File: config.mk
export PLATFORM = sky130hd
export DESIGN_NAME = alu_exec_unit
export DESIGN_NICKNAME = d
export VERILOG_FILES = /design/src/rtl/alu_exec_unit.sv
export SDC_FILE = /design/constraint.sdc
export NUM_CORES = 1
export LEC_CHECK = 0
export ABC_AREA = 1
export CAP_MARGIN = 30
export CORE_MARGIN = 5
export CORE_UTILIZATION = 25
export DETAILED_ROUTE_END_ITERATION = 16
export DONT_BUFFER_PORTS = 1
export PLACE_DENSITY = 0.36
export SYNTH_ARGS = -nofsm -noshare
export SYNTH_HDL_FRONTEND = slang
export SYNTH_SLANG_ARGS = --single-unit
File: constraint.sdc
create_clock -name clk -period 3 [get_ports clk]
set_clock_uncertainty 0.1 [all_clocks]
set_input_delay 0.75 -clock clk [delete_from_list [all_inputs] [get_ports clk]]
set_output_delay 0.75 -clock clk [all_outputs]
set_load 0.01 [all_outputs]
File: src/rtl/alu_exec_unit.sv
// ---------------------------------------------------------------------------
// alu_exec_unit
//
// Execute-stage ALU. It takes the 4-bit Operation code from the ALU
// controller and the two operands from the ID/EX register.
// - Logic, arithmetic and compare ops finish in one cycle.
// - Shifts run on an iterative shifter that moves one bit per cycle.
// - The result goes to EX/MEM through a registered valid/ready output stage.
//
// Ports
//   clk        rising-edge clock
//   reset_n    asynchronous active-low reset
//   flush      synchronous pipeline flush; it has priority over everything
//              except reset
//   in_valid   Operation/SrcA/SrcB are valid
//   in_ready   the unit accepts an operation this cycle
//   Operation  ALU op code
//   SrcA       operand A
//   SrcB       operand B; a shift uses SrcB[SHAMT_W-1:0] as its amount
//   out_valid  ALUResult/Zero hold a result that has not been consumed
//   out_ready  the downstream stage consumes the result
//   ALUResult  result
//   Zero       set when ALUResult == 0; registered with ALUResult
//   busy       an iterative shift is in progress
// ---------------------------------------------------------------------------
module alu_exec_unit #(
    parameter  int DATA_W  = 32,
    localparam int SHAMT_W = $clog2(DATA_W)
) (
    input  logic              clk,
    input  logic              reset_n,
    input  logic              flush,
    input  logic              in_valid,
    output logic              in_ready,
    input  logic [3:0]        Operation,
    input  logic [DATA_W-1:0] SrcA,
    input  logic [DATA_W-1:0] SrcB,
    output logic              out_valid,
    input  logic              out_ready,
    output logic [DATA_W-1:0] ALUResult,
    output logic              Zero,
    output logic              busy
);

    localparam logic [3:0] OP_AND = 4'b0000;
    localparam logic [3:0] OP_SUB = 4'b0001;
    localparam logic [3:0] OP_ADD = 4'b0010;
    localparam logic [3:0] OP_SLL = 4'b0011;
    localparam logic [3:0] OP_SRL = 4'b0100;
    localparam logic [3:0] OP_SRA = 4'b0101;
    localparam logic [3:0] OP_XOR = 4'b0110;
    localparam logic [3:0] OP_OR  = 4'b0111;
    localparam logic [3:0] OP_SLT = 4'b1000;
    localparam logic [3:0] OP_BEQ = 4'b1001;

    typedef enum logic {
        IDLE  = 1'b0,
        SHIFT = 1'b1
    } state_t;

    state_t              state_reg, state_next;
    logic [DATA_W-1:0]   acc_reg, acc_next;
    logic [SHAMT_W-1:0]  cnt_reg, cnt_next;
    logic [3:0]          op_reg, op_next;
    logic                out_valid_reg, out_valid_next;
    logic [DATA_W-1:0]   result_reg, result_next;
    logic                zero_reg, zero_next;

    logic [SHAMT_W-1:0]  shamt;
    logic                is_shift;
    logic                pop;
    logic [DATA_W-1:0]   comb_result;
    logic [DATA_W-1:0]   acc_shifted;

    // Single-cycle datapath. A shift reaches this path only when its amount
    // is zero, and a zero-amount shift returns SrcA unchanged.
    function automatic logic [DATA_W-1:0] alu_comb(
        input logic [3:0]        op,
        input logic [DATA_W-1:0] a,
        input logic [DATA_W-1:0] b
    );
        logic [DATA_W-1:0] r;
        r = '0;
        case (op)
            OP_AND: r = a & b;
            OP_SUB: r = a - b;
            OP_ADD: r = a + b;
            OP_XOR: r = a ^ b;
            OP_OR:  r = a | b;
            OP_SLT: r = {{(DATA_W-1){1'b0}}, ($signed(a) < $signed(b))};
            OP_BEQ: r = {{(DATA_W-1){1'b0}}, (a == b)};
            OP_SLL, OP_SRL, OP_SRA: r = a;
            default: r = '0;
        endcase
        return r;
    endfunction

    // One step of the iterative shifter.
    function automatic logic [DATA_W-1:0] shift_step(
        input logic [3:0]        op,
        input logic [DATA_W-1:0] v
    );
        logic [DATA_W-1:0] r;
        r = v;
        case (op)
            OP_SLL: r = {v[DATA_W-2:0], 1'b0};
            OP_SRL: r = {1'b0, v[DATA_W-1:1]};
            OP_SRA: r = {v[DATA_W-1], v[DATA_W-1:1]};
            default: r = v;
        endcase
        return r;
    endfunction

    assign shamt       = SrcB[SHAMT_W-1:0];
    assign is_shift    = (Operation == OP_SLL) || (Operation == OP_SRL) ||
                         (Operation == OP_SRA);
    assign pop         = out_valid_reg && out_ready;
    assign comb_result = alu_comb(Operation, SrcA, SrcB);
    assign acc_shifted = shift_step(op_reg, acc_reg);

    // Next-state, datapath and handshake logic.
    always_comb begin
        state_next     = state_reg;
        acc_next       = acc_reg;
        cnt_next       = cnt_reg;
        op_next        = op_reg;
        out_valid_next = out_valid_reg;
        result_next    = result_reg;
        zero_next      = zero_reg;
        in_ready       = 1'b0;

        if (flush) begin
            // Drop any operation in flight. ALUResult/Zero keep stale
            // contents because out_valid marks them as meaningless.
            state_next     = IDLE;
            out_valid_next = 1'b0;
            cnt_next       = '0;
        end else begin
            case (state_reg)
                IDLE: begin
                    // Accept a new op when the output slot is empty or is
                    // drained on this same edge.
                    in_ready = !out_valid_reg || out_ready;
                    if (pop) begin
                        out_valid_next = 1'b0;
                    end
                    if (in_valid && in_ready) begin
                        if (is_shift && (shamt != '0)) begin
                            acc_next   = SrcA;
                            cnt_next   = shamt;
                            op_next    = Operation;
                            state_next = SHIFT;
                        end else begin
                            result_next    = comb_result;
                            zero_next      = (comb_result == '0);
                            out_valid_next = 1'b1;
                        end
                    end
                end
                SHIFT: begin
                    if (pop) begin
                        out_valid_next = 1'b0;
                    end
                    acc_next = acc_shifted;
                    cnt_next = cnt_reg - SHAMT_W'(1);
                    // The last step writes the shifted value straight into
                    // the output register, so the result costs no extra
                    // cycle.
                    if (cnt_reg == SHAMT_W'(1)) begin
                        result_next    = acc_shifted;
                        zero_next      = (acc_shifted == '0);
                        out_valid_next = 1'b1;
                        state_next     = IDLE;
                    end
                end
                default: begin
                    state_next = IDLE;
                end
            endcase
        end
    end

    always_ff @(posedge clk or negedge reset_n) begin
        if (!reset_n) begin
            state_reg     <= IDLE;
            acc_reg       <= '0;
            cnt_reg       <= '0;
            op_reg        <= '0;
            out_valid_reg <= 1'b0;
            result_reg    <= '0;
            zero_reg      <= 1'b0;
        end else begin
            state_reg     <= state_next;
            acc_reg       <= acc_next;
            cnt_reg       <= cnt_next;
            op_reg        <= op_next;
            out_valid_reg <= out_valid_next;
            result_reg    <= result_next;
            zero_reg      <= zero_next;
        end
    end

    assign out_valid = out_valid_reg;
    assign ALUResult = result_reg;
    assign Zero      = zero_reg;
    assign busy      = (state_reg == SHIFT);

endmodule

* Word-level counts from Yosys, hierarchy flattened
Index checks and enable logic that the tools add are counted.
** Storage, ports and cells
- Bits of input ports :: 73
- Register bits after elaboration :: 76
** Operators by class
- Bitwise logic cells :: 5
- Reductions and logical operators :: 16
- $add $sub $neg :: 3
- Equal/unequal tests :: 20
- Order comparisons :: 1
- Muxes and demuxes :: 30
** Operator list (count)
- 32-bit one-hot mux with 8 select lines :: 1
- 32-bit two-way mux :: 5
- 32-bit one-hot mux with 2 select lines :: 2
- 32-bit one-hot mux with 3 select lines :: 1
- 32-bit zero test :: 2
- 32-bit adder :: 1
- 32-bit bitwise AND :: 1
- 32-bit == test :: 1
- 32-bit less-than comparator :: 1
- 32-bit OR :: 1
- 32-bit subtractor :: 1
- 32-bit bitwise XOR :: 1
- 4-bit by 3-bit == test with 1-bit output (second input constant) :: 6
- 5-bit two-way mux :: 3
- 1-bit two-way mux :: 14
- 4-bit by 2-bit == test with 1-bit output (second input constant) :: 3
- 5-bit one-hot mux with 2 select lines :: 1
- 4-bit == test (second input constant) :: 2
- 4-bit AND reduction :: 2
- 2-bit != test (second input constant) :: 3
- 3-bit != test (second input constant) :: 2
- 1-bit one-hot mux with 2 select lines :: 3
- 5-bit by 1-bit == test with 1-bit output (second input constant) :: 1
- 5-bit nonzero test :: 1
- other kinds (11) :: 16

* Depth between registers and ports, before layout
Gate-level depths: netlist of run 1.
- Depth after elaboration :: 8
- Depth in mapped cells :: 22

* Least setup slack after synthesis of run 1
OpenSTA, ideal clock, no wires.
- Kind :: input -> register
- From :: input SrcA[0]
- To :: register zero_reg, in the netlist Zero
- Library setup time :: 0.073 ns
- Stages :: 18
- Data arrival time :: 2.646 ns
- Path slack :: 0.181 ns
- Path buffers :: 0
- Cell sequence :: ha_1 -> inv_1 -> fa_1 -> inv_1 -> nand3_1 -> nand2_1 -> nand2_1 -> nand2_1 -> nand2_1 -> nand2_1 -> nand3_1 -> nand2_1 -> nand2_1 -> nand3_1 -> nand3_1 -> nor3_1 -> nand3_1 -> a21oi_2
** On the way
- Word-level cells in the longest chain between the ends :: 6
- Elaborated cells between the ends (all ways) :: 12
- Those cells by class :: add/sub (2); order compare (1); eq/ne (1); mux (4); bitwise (3); reduce/logical (1)
** Ends and longest elaborated chain
- start: declaration :: RTL line 36 : input logic [DATA_W-1:0] SrcA,
- 32-bit adder (tied with other cells) :: RTL line 87 : OP_ADD: r = a + b;
- 32-bit one-hot mux with 8 select lines * :: RTL line 84 : case (op)
- 32-bit zero test * :: RTL line 155 : zero_next = (comb_result == '0);
- 1-bit two-way mux * :: RTL line 148 : if (is_shift && (shamt != '0)) begin
- 1-bit two-way mux * :: RTL line 147 : if (in_valid && in_ready) begin
- 1-bit one-hot mux with 2 select lines * :: RTL line 139 : case (state_reg)
- end signal: assignment :: RTL line 199 : zero_reg <= zero_next;
- end: declaration :: RTL line 67 : logic zero_reg, zero_next;
Mark *: on every way between the ends. The rest lies on a longest branch, timed or not. The select of a mux whose other input is x is not followed.
A chain may end at the register's enable or synchronous reset.

* Worst setup path in the final report of run 1
- From :: input SrcA[6]
- To :: register zero_reg, in the netlist Zero
The elaborated chain is that of the path after synthesis.

==> results of run 1 <==
-- what timing repair did --
action                                 CTS  global route
hold buffers                             3             0
pin swaps                                0             5
resized for setup                        3            87
endpoints found under the hold margin   51             0
setup buffers                            0             3
setup endpoints to repair                1             4
-- per-stage QoR --
step                TNS, ps  utilization, %  area, µm²  hold WS, ps  total power [µW]
finish                    0           33.32      14290        134.5              5780
global route         -2.191           33.32      14290        133.1              6187
CTS                       0           32.53      13950        131.0              5715
detailed placement    -3028           31.59      13550        356.4              4439
global placement      -2736           31.59      13550        356.1              4429
floorplan                 0               -      10780        354.4              3238
-- kinds of logic (layout without fill, tap and decap cells) --
kind of cell,count (synthesis),in the layout,share of synthesized area (%)
and+or+nand+nor,961,961,37.12
other,0,1,0
buffers and inverters,403,659,14.99
AOI/OAI and AO/OA,317,317,18.24
xor gates and xnor gates,3,3,0.2439
adders and majority gates,100,100,11.75
DFF,76,76,17.65
-- cell usage after synthesis, types with 7 or more instances --
library cell               count
sky130_fd_sc_hd__a21oi_1     102
sky130_fd_sc_hd__a221oi_1      9
sky130_fd_sc_hd__a22oi_1      31
sky130_fd_sc_hd__a31oi_1      31
sky130_fd_sc_hd__buf_2        38
sky130_fd_sc_hd__clkbuf_1     24
sky130_fd_sc_hd__dfrtp_1      76
sky130_fd_sc_hd__ha_1         98
sky130_fd_sc_hd__inv_1       309
sky130_fd_sc_hd__inv_2        21
sky130_fd_sc_hd__nand2_1     519
sky130_fd_sc_hd__nand3_1     169
sky130_fd_sc_hd__nand4_1      22
sky130_fd_sc_hd__nor2_1      210
sky130_fd_sc_hd__nor2_2        7
sky130_fd_sc_hd__nor3_1       13
sky130_fd_sc_hd__o21ai_0      41
sky130_fd_sc_hd__o21ai_1       7
sky130_fd_sc_hd__o21bai_1     13
sky130_fd_sc_hd__o221ai_1     16
sky130_fd_sc_hd__o22ai_1      51
-- cells in the final DEF, fill, tap and decap left out, drive strengths merged, types with 48 or more instances in the layout --
cell type,instances
a21oi,107
o22ai,51
buf,310
o21ai,48
dfrtp,76
nand2,520
nor2,217
inv,331
ha,98
nand3,170
-- layout make-up --
class / instances / area share, %
antenna: 1 / 0.01751
clock buffer: 11 / 1.769
clock inverter: 5 / 0.5866
inverter: 332 / 8.738
multi-input combinational: 1381 / 53.09
sequential: 76 / 13.31
tap: 585 / 5.122
timing repair buffer: 311 / 17.37
-- layer usage --
metal | part of all wire, % | up-vias | global-route usage (%)
met5 | 0 | - | 0
met3 | 6.3 | 39 | 3.582
met1 | 48 | 6168 | 31.39
met2 | 44 | 392 | 35.05
li1 | - | 6511 | -
met4 | 1.5 | 0 | 4.276
-- path summary, 6_finish.rpt --
check                          start  cells past startpoint     endpoint
min in group clk               flush                      1    out_valid
hold reg to reg            op_reg[2]                      1    op_reg[2]
setup reg to reg           op_reg[1]                     12         Zero
setup / recovery             SrcA[6]                     17         Zero
max in group asynchronous    reset_n                      1  acc_reg[19]
hold / removal               reset_n                      1  acc_reg[15]
-- power groups by stage --
stage          Clock [µW]  Sequential, µW  Combinational, µW
6_report             1230            1560               2990
5_1_grt              1290            1590               3300
4_1_cts              1250            1560               2900
3_5_place_dp            0            1580               2860
3_3_place_gp            0            1580               2850
2_1_floorplan           0            1490               1740
-- worst register-to-register path, delay by kind of cell, from the launching register on --
family	cells	cell delay, ps
and+or+nand+nor	6	1170
AOI/OAI and AO/OA	2	270
buffers and inverters	4	610
DFF	1	420
==> results.md, run 1 <==
- The half-perimeter wire length of the detailed placement result is 44.84 mm.
- The clock tree synthesis step divided the H-tree into 3 levels.
- Of all flip-flops after synthesis, the portion carrying an async set or reset was 100.0%.
- The number of distinct standard cells referenced by the synthesized netlist is 46.
- The fraction of post-synthesis cell area in the top cell type by area is 18.08%.
- The area taken by flip-flops and latches is 0.001902 mm².
- In this run the deepest clock path goes through 2 buffers.
- The number of setup violations in the final report is 0.
- The internal portion of total power is 3253 µW.
- The ratio of routed vias to standard cells is 4.852.
- For the worst setup path, the data arrival time is 2990 ps.
- The per-cell routed wire length is 19.81 µm.
- At the end of routability-driven placement, the weighted congestion stood at 0.9126.
- The number of buffers added by the clock tree synthesis step is 9.
- The clock network power share is 21.4%.
- TritonCTS built the clock tree.
- The routed design could run at a clock period as short as 2812 ps.
- The I/O pin count is 109.
- The endpoint kind of the worst setup timing path is a flop.
- After floorplanning, the core was sized to cover 0.04289 mm².
- The die covers 0.04735 mm².
- In the routed design, unresolved DRC markers number 0.
- The area occupied by multi-input gates is 0.007587 mm².
- The violation count after the first detailed-routing iteration is 1067.
- The height of the die is 217.6 µm.
- At the pin with the least slew margin, the transition time is 767.0 ps.
- STA puts the critical path data required time at 3170 ps.
- The maximum clock frequency is 355.6 MHz.
- The initial utilization of the core area, before any placement, comes to 25.13%.
- For the worst-skew pair, the clock arrives at the later sink with an insertion delay of 340 ps.
- The total nets after synthesis is 2033.
- The cell with the largest stage delay on the worst path is sky130_fd_sc_hd__ha_1.
- The worst hold path belongs to the class input pin to async pin.
- The total number of clock tree sinks is 76.
- The leakage power figure is 0.007626 µW.
- The final count of hold timing violations came to 0.
- The number of antenna violations at the first check in global routing is 1.
- The smallest setup slack after layout is 187.7 ps.
- Entering global routing, the biggest net connects 69 pins.
- The slack of the worst reg-to-reg path is 360 ps.
- The combinational group share of total power is 51.7%.
- The cell that appears most often on the critical path is sky130_fd_sc_hd__nand2_1.
- In this run, synthesis produced a sequential element count of 76.
- Grouping stages by cell kind, the critical path spends the most delay in simple AND/OR/NAND/NOR gates.
- The net count of the finished layout is 2284.
- The highest fanout seen on the critical path is 6.
- The cell area power density is 404.5 mW/mm².
- Prior to clock tree synthesis, the placed netlist has a worst setup slack of -524.8 ps.
- Wires add up to 53.54 mm.
- The number of placed instances, taps included, is 2679.
- The count of non-filler cells in the finished layout is 2702.
- Summing the sequential cell areas from Yosys gives 17.65% of the chip area.
- The first global-routing pass estimated 78.82 mm of wire.
- Clock-pin slew was measured on the worst setup and hold paths at 60 ps.
- The number of synthesized flops with an enable pin is 0.
- The count of port buffers added during placement is 0.
- In this run the mean area of a mapped cell was 5.793 µm².
- The sum of buffers and inverters on the critical path is 4.
- The final-report max-slew violation count is 0.
- Among all flip-flop cells after synthesis, the most frequent one is sky130_fd_sc_hd__dfrtp_1.
- The number of search-and-repair iterations in the first detailed-routing pass is 5.
- The number of global-route vias before repair is 12.56k.
- Across the VDD grid, the largest voltage drop is 341.3 µV.
- The run finished with clean final reports.
- The ratio of final minimum period to clock period is 93.74%.
- The analysis attributes to net switching a power of 2527 µW.
- The number of fillers in the final layout is 4820.
- The site row count is 76.
- The cell accounting for the most synthesized area is sky130_fd_sc_hd__nand2_1.
- Yosys printed 0 warnings.
- Of the total power, the share spent switching nets is 43.72%.
- The worst setup path is launched from an input pin.
- The post-route netlist has 21.64% of its cells at a drive strength greater than 1.
- The type of the worst setup path is input pin to flop.
- Traced cell by cell, the critical path runs through inv_1 -> ha_1 -> buf_4 -> nand2_1 -> inv_1 -> a21oi_1 -> nand2_2 -> buf_4 -> nand2_1 -> nand4_1 -> nand3_1 -> nand3_2 -> nor2_1 -> nand2_1 -> nor2_2 -> nand3_1 -> a21oi_2.
- The area growth from synthesis to layout is 32.63%.
- The post-route antenna net violation count is 0.
- The root buffer selected by CTS is sky130_fd_sc_hd__clkbuf_16.
- The total routing usage reported by global routing is 21.93%.
- Ranked by total cell area, the synthesized netlist is headed by sky130_fd_sc_hd__nand2_1, sky130_fd_sc_hd__dfrtp_1, sky130_fd_sc_hd__ha_1.
- The total overflow left after global routing is 0.
- After synthesis the cells add up to 0.01078 mm².
- The gate count after technology mapping is 1860.
- The total number of vias is 13.11k.
- The die boundary width is 217.6 µm.
- The largest single stage delay on the critical path is 320 ps.
- The number of violations of the max-capacitance limit is 0.
- Measured against its own limit, the worst slew margin works out to 48.86%.
- The sequential cell fraction of total power is 26.9%.
No activity file was read; power rests on OpenSTA's default activity.
==> run 2, diff against run 1 <==
--- a/config.mk
+++ b/config.mk
@@ -9,6 +9,7 @@
 export CAP_MARGIN = 30
 export CORE_MARGIN = 5
 export CORE_UTILIZATION = 25
+export CTS_BUF_LIST = sky130_fd_sc_hd__clkbuf_2
 export DETAILED_ROUTE_END_ITERATION = 16
 export DONT_BUFFER_PORTS = 1
 export PLACE_DENSITY = 0.36
==> results.md, run 2 (synthesis gave the netlist of run 1 again) <==
- The count of port buffers added during placement was 0 (unchanged).
- The global-route congestion overflow total came to 0 (unchanged).
- The worst slack at placement is -524.8 ps (unchanged).
- The die boundary width came to 217.6 µm (unchanged).
- The standard cell core area is 0.04289 mm² (unchanged).
- The clock-pin slew on the worst setup and hold paths was 210 ps (was 60 ps).
- The I/O pin count is 109 (unchanged).
- The end of the worst register-to-register path is Zero (unchanged).
- The number of global-route vias before repair is 12.54k (was 12.56k).
- The launch point of the worst reg-to-reg path is op_reg[1] (unchanged).
- The highest fanout seen on the critical path came to 8 (was 6).
- The insertion delay of the later-clocked pin in the worst-skew pair is 590 ps (was 340 ps).
- The type of the worst setup path is input pin to flop (unchanged).
- The half-perimeter wire length of the detailed placement result is 44.84 mm (unchanged).
- The class of the tightest hold or removal check was input pin to flop (was input pin to async pin).
- The remaining design rule violation count was 0 (unchanged).
- The maximum number of pins on one net before global-route repair is 77 (was 69).
- The violation count after the first detailed-routing iteration is 969 (was 1067).
- The worst ir drop on vdd is 218.8 µV (was 341.3 µV).
- The number of antenna violations at the first check in global routing is 2 (was 1).
- Outcome: completed (unchanged).
- The total number of clock tree sinks was 76 (unchanged).
- The site row count is 76 (unchanged).
- The shortest clock period the worst path allows after layout was 2839 ps (was 2812 ps).
- The maximum count of clock buffers along a single path is 2 (unchanged).
- The CTS tree is yes (unchanged).
- The worst-case hold path end point is out_valid.
- The ratio of final minimum period to clock period was 94.64% (was 93.74%).
- The relative max-transition margin is 49.52% (was 48.86%).
- The logic depth of the worst register-to-register path came to 12 (unchanged).
- The count of nets after finishing came to 2280 (was 2284).
- The count of buffers added by post-CTS timing repair for setup is 0 (unchanged).
- The number of setup violations in the final report is 0 (unchanged).
- The number of violations of the max-capacitance limit is 0 (unchanged).
- The global-route wire length before repair is 78.46 mm (was 78.82 mm).
- The final-report max-slew violation count came to 0 (unchanged).
- The ratio of routed vias to standard cells is 4.829 (was 4.852).
- The most common cell after layout, fill and taps aside is sky130_fd_sc_hd__nand2_1 (unchanged).
- The critical path required time is 3410 ps (was 3170 ps).
- The data arrival at the endpoint of the critical path was 3250 ps (was 2990 ps).
- The element type at the critical path start is an input pin (unchanged).
- The root buffer selected by CTS is sky130_fd_sc_hd__clkbuf_2 (was sky130_fd_sc_hd__clkbuf_16).
- The effective utilization at floorplan is 25.13% (unchanged).
- The number of buffers added by the clock tree synthesis step is 9 (unchanged).
- The number of H-tree branching levels was 3 (unchanged).
- Setup repair after global routing left no endpoint under its margin.
- The post-route met1 wirelength was 25.01 mm (was 25.62 mm).
- The number of placed instances, taps included is 2679 (unchanged).
- The floorplan die area is 0.04735 mm² (unchanged).
- The fraction of final layout cells sized beyond drive strength 1 is 17.61% (was 21.64%).
- The total number of vias is 13.03k (was 13.11k).
- The met3 wirelength from detailed routing came to 3.866 mm (was 3.367 mm).
- The final estimated routing congestion in global placement came to 0.9126 (unchanged).
- Commonest cells after routing, fill and taps aside: sky130_fd_sc_hd__nand2_1, sky130_fd_sc_hd__inv_1, sky130_fd_sc_hd__buf_4 (unchanged).
- The endpoint kind of the worst setup timing path is a flop (unchanged).
- The wire length on met2 is 23.32 mm (was 23.73 mm).
- The height of the die is 217.6 µm (unchanged).
- The total length of routed wires came to 53.09 mm (was 53.54 mm).
- The count of non-filler cells in the finished layout was 2699 (was 2702).
- The post-route antenna net violation count is 0 (unchanged).
- The instance area after placement is 0.01355 mm² (unchanged).
- The transition time at the pin with the least slew margin came to 757.1 ps (was 767.0 ps).
- The setup total negative slack came to 0 ps (unchanged).
- The slack of the worst reg-to-reg path is 310 ps (was 360 ps).
- The relative area change from synthesis to final layout is 27.47% (was 32.63%).
- The maximum clock frequency was 352.2 MHz (was 355.6 MHz).
- The final total power was 5142 µW (was 5780 µW).
- The final count of hold timing violations is 0 (unchanged).
- The per-cell routed wire length is 19.67 µm (was 19.81 µm).
- The start point of the worst min-delay path is flush.
- The number of search-and-repair iterations in the first detailed-routing pass came to 7 (was 5).
- The cell area power density is 374.4 mW/mm² (was 404.5 mW/mm²).
- The final design instance area without fill is 0.01374 mm² (was 0.01429 mm²).
- The leakage power figure is 0.007459 µW (was 0.007626 µW).
- The smallest setup slack after layout is 160.9 ps (was 187.7 ps).
- The critical path startpoint is SrcB[7] (was SrcA[6]).
- The highest metal layer with signal wires is met4 (unchanged).
- The total routing usage reported by global routing was 21.84% (was 21.93%).
- The number of instances on the worst hold path is 1.
[run 2: repair_timing]
item / CTS / global route
hold buffers: 2 / 0
endpoints found under the setup margin: 0 / 1
endpoints found under the hold margin: 76 / 0
resized for setup: 0 / 3
[run 2: area by class of cell]
type | instances | area [µm²]
Fill cell | 4865 | 29150
Multi-Input combinational cell | 1381 | 7272
Timing Repair Buffer | 307 | 2440
Sequential cell | 76 | 1902
Inverter | 332 | 1249
Tap cell | 585 | 732.0
Clock inverter | 7 | 91.34
Clock buffer | 9 | 45.04
Antenna cell | 2 | 5.005
[run 2: worst max-delay path by stage]
stage	slack, ps	endpoint	cells past startpoint
final	160	Zero	18
after global routing	50	Zero	18
after CTS	130	Zero	18
after detailed placement	-520	Zero	18
after global placement	-500	Zero	18
after floorplan	180	Zero	18
[run 2: power by group]
part           total, µW  internal, µW  switching (µW)  leakage [µW]
Sequential          1550          1290             264      0.000873
Clock                678           271             408     0.0000732
Combinational       2910          1150            1770       0.00651
Total               5140          2700            2440       0.00746
[run 2: critical path: stages]
cell and delay (ps):
sky130_fd_sc_hd__inv_1 40, sky130_fd_sc_hd__ha_2 420, sky130_fd_sc_hd__nand2_1 160, sky130_fd_sc_hd__inv_1 140, sky130_fd_sc_hd__nand2_1 60, sky130_fd_sc_hd__nand2_1 120, sky130_fd_sc_hd__inv_1 50, sky130_fd_sc_hd__nand3_1 230
sky130_fd_sc_hd__nand2_1 140, sky130_fd_sc_hd__nand3_1 120, sky130_fd_sc_hd__nand2_1 50, sky130_fd_sc_hd__nand3_1 60, sky130_fd_sc_hd__nand3_1 230, sky130_fd_sc_hd__nor2_1 190, sky130_fd_sc_hd__nand2_1 80, sky130_fd_sc_hd__nor2_2 160
sky130_fd_sc_hd__nand3_1 110, sky130_fd_sc_hd__a21oi_2 120
[run 2: per-stage QoR]
stage,util (%),hold WS (ps)
2_1_floorplan,-,354.4
3_3_place_gp,31.59,356.1
3_5_place_dp,31.59,356.4
4_1_cts,32.00,107.4
5_1_grt,32.02,125.9
6_report,32.03,156.3
[run 2: metal layers]
layer	track usage [%]	vias up
met5	0	-
met4	4.403	0
met3	3.485	43
met2	34.57	378
met1	31.52	6103
li1	-	6509
==> run 3, diff against run 2 <==
--- a/config.mk
+++ b/config.mk
@@ -13,6 +13,7 @@
 export DETAILED_ROUTE_END_ITERATION = 16
 export DONT_BUFFER_PORTS = 1
 export PLACE_DENSITY = 0.36
+export RECOVER_POWER = 100
 export SYNTH_ARGS = -nofsm -noshare
 export SYNTH_HDL_FRONTEND = slang
 export SYNTH_SLANG_ARGS = --single-unit
==> results.md, run 3 (synthesis gave the netlist of run 1 again) <==
- Outcome: finished, violations left (was completed).
- The checks that failed: capacitance limit, slew limit.
- The total number of clock tree sinks came to 76 (unchanged).
- The final count of hold timing violations is 0 (unchanged).
- The post-route antenna net violation count is 0 (unchanged).
- The site row count is 76 (unchanged).
- The global-route congestion overflow total is 0 (unchanged).
- The core occupancy in the finished layout was 31.86% (was 32.03%).
- The critical path startpoint is SrcB[7] (unchanged).
- The final hold slack was 157.8 ps (was 156.3 ps).
- The per-cell routed wire length came to 19.68 µm (was 19.67 µm).
- The standard cell core area is 0.04289 mm² (unchanged).
- The transition time at the pin with the least slew margin is 1795 ps (was 757.1 ps).
- The height of the die is 217.6 µm (unchanged).
- The relative area change from synthesis to final layout came to 26.79% (was 27.47%).
- The launch point of the worst reg-to-reg path was op_reg[1] (unchanged).
- The critical path required time is 3420 ps (was 3410 ps).
- The cell area power density is 375.1 mW/mm² (was 374.4 mW/mm²).
- The final design instance area without fill is 0.01366 mm² (was 0.01374 mm²).
- The final-report max-slew violation count is 77 (was 0).
- The number of violations of the max-capacitance limit came to 1 (was 0).
- The ratio of final minimum period to clock period is 94.14% (was 94.64%).
- The class of the tightest hold or removal check is input pin to flop (unchanged).
- The violation count after the first detailed-routing iteration is 1047 (was 969).
- The leakage power figure was 0.007417 µW (was 0.007459 µW).
- Commonest cells after routing, fill and taps aside: sky130_fd_sc_hd__nand2_1, sky130_fd_sc_hd__inv_1, sky130_fd_sc_hd__buf_4 (unchanged).
- The final estimated routing congestion in global placement came to 0.9126 (unchanged).
- The remaining design rule violation count is 0 (unchanged).
- The relative max-transition margin is -19.69% (was 49.52%).
- The count of port buffers added during placement is 0 (unchanged).
- The maximum number of pins on one net before global-route repair was 77 (unchanged).
- The end of the worst register-to-register path was Zero (unchanged).
- The instance area after placement was 0.01355 mm² (unchanged).
- The number of H-tree branching levels is 3 (unchanged).
- The maximum clock frequency is 354.1 MHz (was 352.2 MHz).
- The number of setup violations in the final report is 0 (unchanged).
- The clock-pin slew on the worst setup and hold paths is 210 ps (about the same).
- The floorplan die area was 0.04735 mm² (unchanged).
- The root buffer selected by CTS is sky130_fd_sc_hd__clkbuf_2 (unchanged).
- The number of buffers added by the clock tree synthesis step came to 9 (unchanged).
- The logic depth of the worst register-to-register path came to 12 (unchanged).
- The number of instances on the worst hold path is 1 (unchanged).
- The count of nets after finishing was 2280 (unchanged).
- The I/O pin count came to 109 (unchanged).
- The final total power is 5125 µW (was 5142 µW).
- The shortest clock period the worst path allows after layout came to 2824 ps (was 2839 ps).
- The most common cell after layout, fill and taps aside is sky130_fd_sc_hd__nand2_1 (unchanged).
- The total routing usage reported by global routing was 21.84% (unchanged).
- The half-perimeter wire length of the detailed placement result is 44.84 mm (unchanged).
- The worst ir drop on vdd came to 219.1 µV (was 218.8 µV).
- The effective utilization at floorplan was 25.13% (unchanged).
- The count of buffers added by post-CTS timing repair for setup came to 0 (unchanged).
- The type of the worst setup path is input pin to flop (unchanged).
- The slack of the worst reg-to-reg path was 310 ps (about the same).
- The number of fillers in the final layout is 4868 (was 4865).
- The CTS tree is yes (unchanged).
- The number of antenna violations at the first check in global routing came to 2 (unchanged).
- The data arrival at the endpoint of the critical path came to 3240 ps (was 3250 ps).
- The fraction of final layout cells sized beyond drive strength 1 was 17.23% (was 17.61%).
- The endpoint kind of the worst setup timing path is a flop (unchanged).
- The worst setup path endpoint is Zero (unchanged).
- The element type at the critical path start was an input pin (unchanged).
- The maximum count of clock buffers along a single path is 2 (unchanged).
- The global-route wire length before repair was 78.46 mm (unchanged).
- The number of search-and-repair iterations in the first detailed-routing pass is 7 (unchanged).
- The ratio of routed vias to standard cells was 4.833 (was 4.829).
- The number of global-route vias before repair is 12.54k (unchanged).
- The highest fanout seen on the critical path is 8 (unchanged).
- RSZ-0062 raised after global routing: false (unchanged).
- The die boundary width came to 217.6 µm (unchanged).
- The total length of routed wires is 53.11 mm (was 53.09 mm).
- The setup total negative slack came to 0 ps (unchanged).
- The insertion delay of the later-clocked pin in the worst-skew pair came to 590 ps (about the same).
- The total number of vias came to 13.04k (was 13.03k).
-- run 3: layout make-up --
cell class,instances,area (µm²),area share (%)
flip-flops and latches,76,1902,13.92
multi-input cells,1381,7269,53.21
well taps,585,732.0,5.358
diodes,1,2.502,0.01832
clock inverters,7,91.34,0.6686
repair buffers,307,2371,17.35
inverters,332,1249,9.140
clock buffers,9,45.04,0.3297
-- run 3: where the power goes --
part	total (µW)	switching (µW)	internal (µW)	leakage (µW)
clock	677	406	271	0.0000732
sequential	1550	264	1290	0.000873
combinational	2900	1770	1130	0.00647
total	5120	2440	2690	0.00742
-- run 3: metal layers --
layer / up-vias / routed length (µm) / track usage, % / part of all wire (%)
met2: 379 / 23400 / 34.57 / 44
met4: 0 / 879 / 4.403 / 1.7
met3: 41 / 3544 / 3.485 / 6.7
met1: 6115 / 25280 / 31.52 / 48
met5: - / 0 / 0 / 0
li1: 6504 / - / - / -
-- run 3: worst max-delay path, stage by stage --
cell and delay [ps]:
sky130_fd_sc_hd__inv_1 40, sky130_fd_sc_hd__ha_2 420, sky130_fd_sc_hd__nand2_1 160, sky130_fd_sc_hd__inv_1 140, sky130_fd_sc_hd__nand2_1 60, sky130_fd_sc_hd__nand2_1 120, sky130_fd_sc_hd__inv_1 60, sky130_fd_sc_hd__nand3_1 220
sky130_fd_sc_hd__nand2_1 150, sky130_fd_sc_hd__nand3_1 110, sky130_fd_sc_hd__nand2_1 50, sky130_fd_sc_hd__nand3_1 60, sky130_fd_sc_hd__nand3_1 220, sky130_fd_sc_hd__nor2_1 190, sky130_fd_sc_hd__nand2_1 80, sky130_fd_sc_hd__nor2_2 170
sky130_fd_sc_hd__nand3_1 110, sky130_fd_sc_hd__a21oi_2 120
-- run 3: repair_timing --
| item | in CTS | in global routing |
|---|---|---|
| gates resized for setup | 0 | 3 |
| hold buffers | 2 | 0 |
| endpoints found under the setup margin | 0 | 1 |
| hold endpoints to repair | 76 | 0 |
-- run 3: worst min-delay path by stage --
stage / startpoint / to / slack, ps
after floorplan: reset_n / ALUResult[0] / 350
final: flush / out_valid / 160
after CTS: flush / out_valid / 110
after detailed placement: reset_n / out_valid / 360
after global placement: reset_n / out_valid / 360
after global routing: flush / out_valid / 130
-- run 3: through the flow --
step	cells	setup slack [ps]
2_1_floorplan	1860	180.6
3_3_place_gp	2679	-503.1
3_5_place_dp	2679	-524.8
4_1_cts	2697	127.4
5_1_grt	2698	53.37
6_report	2698	175.9
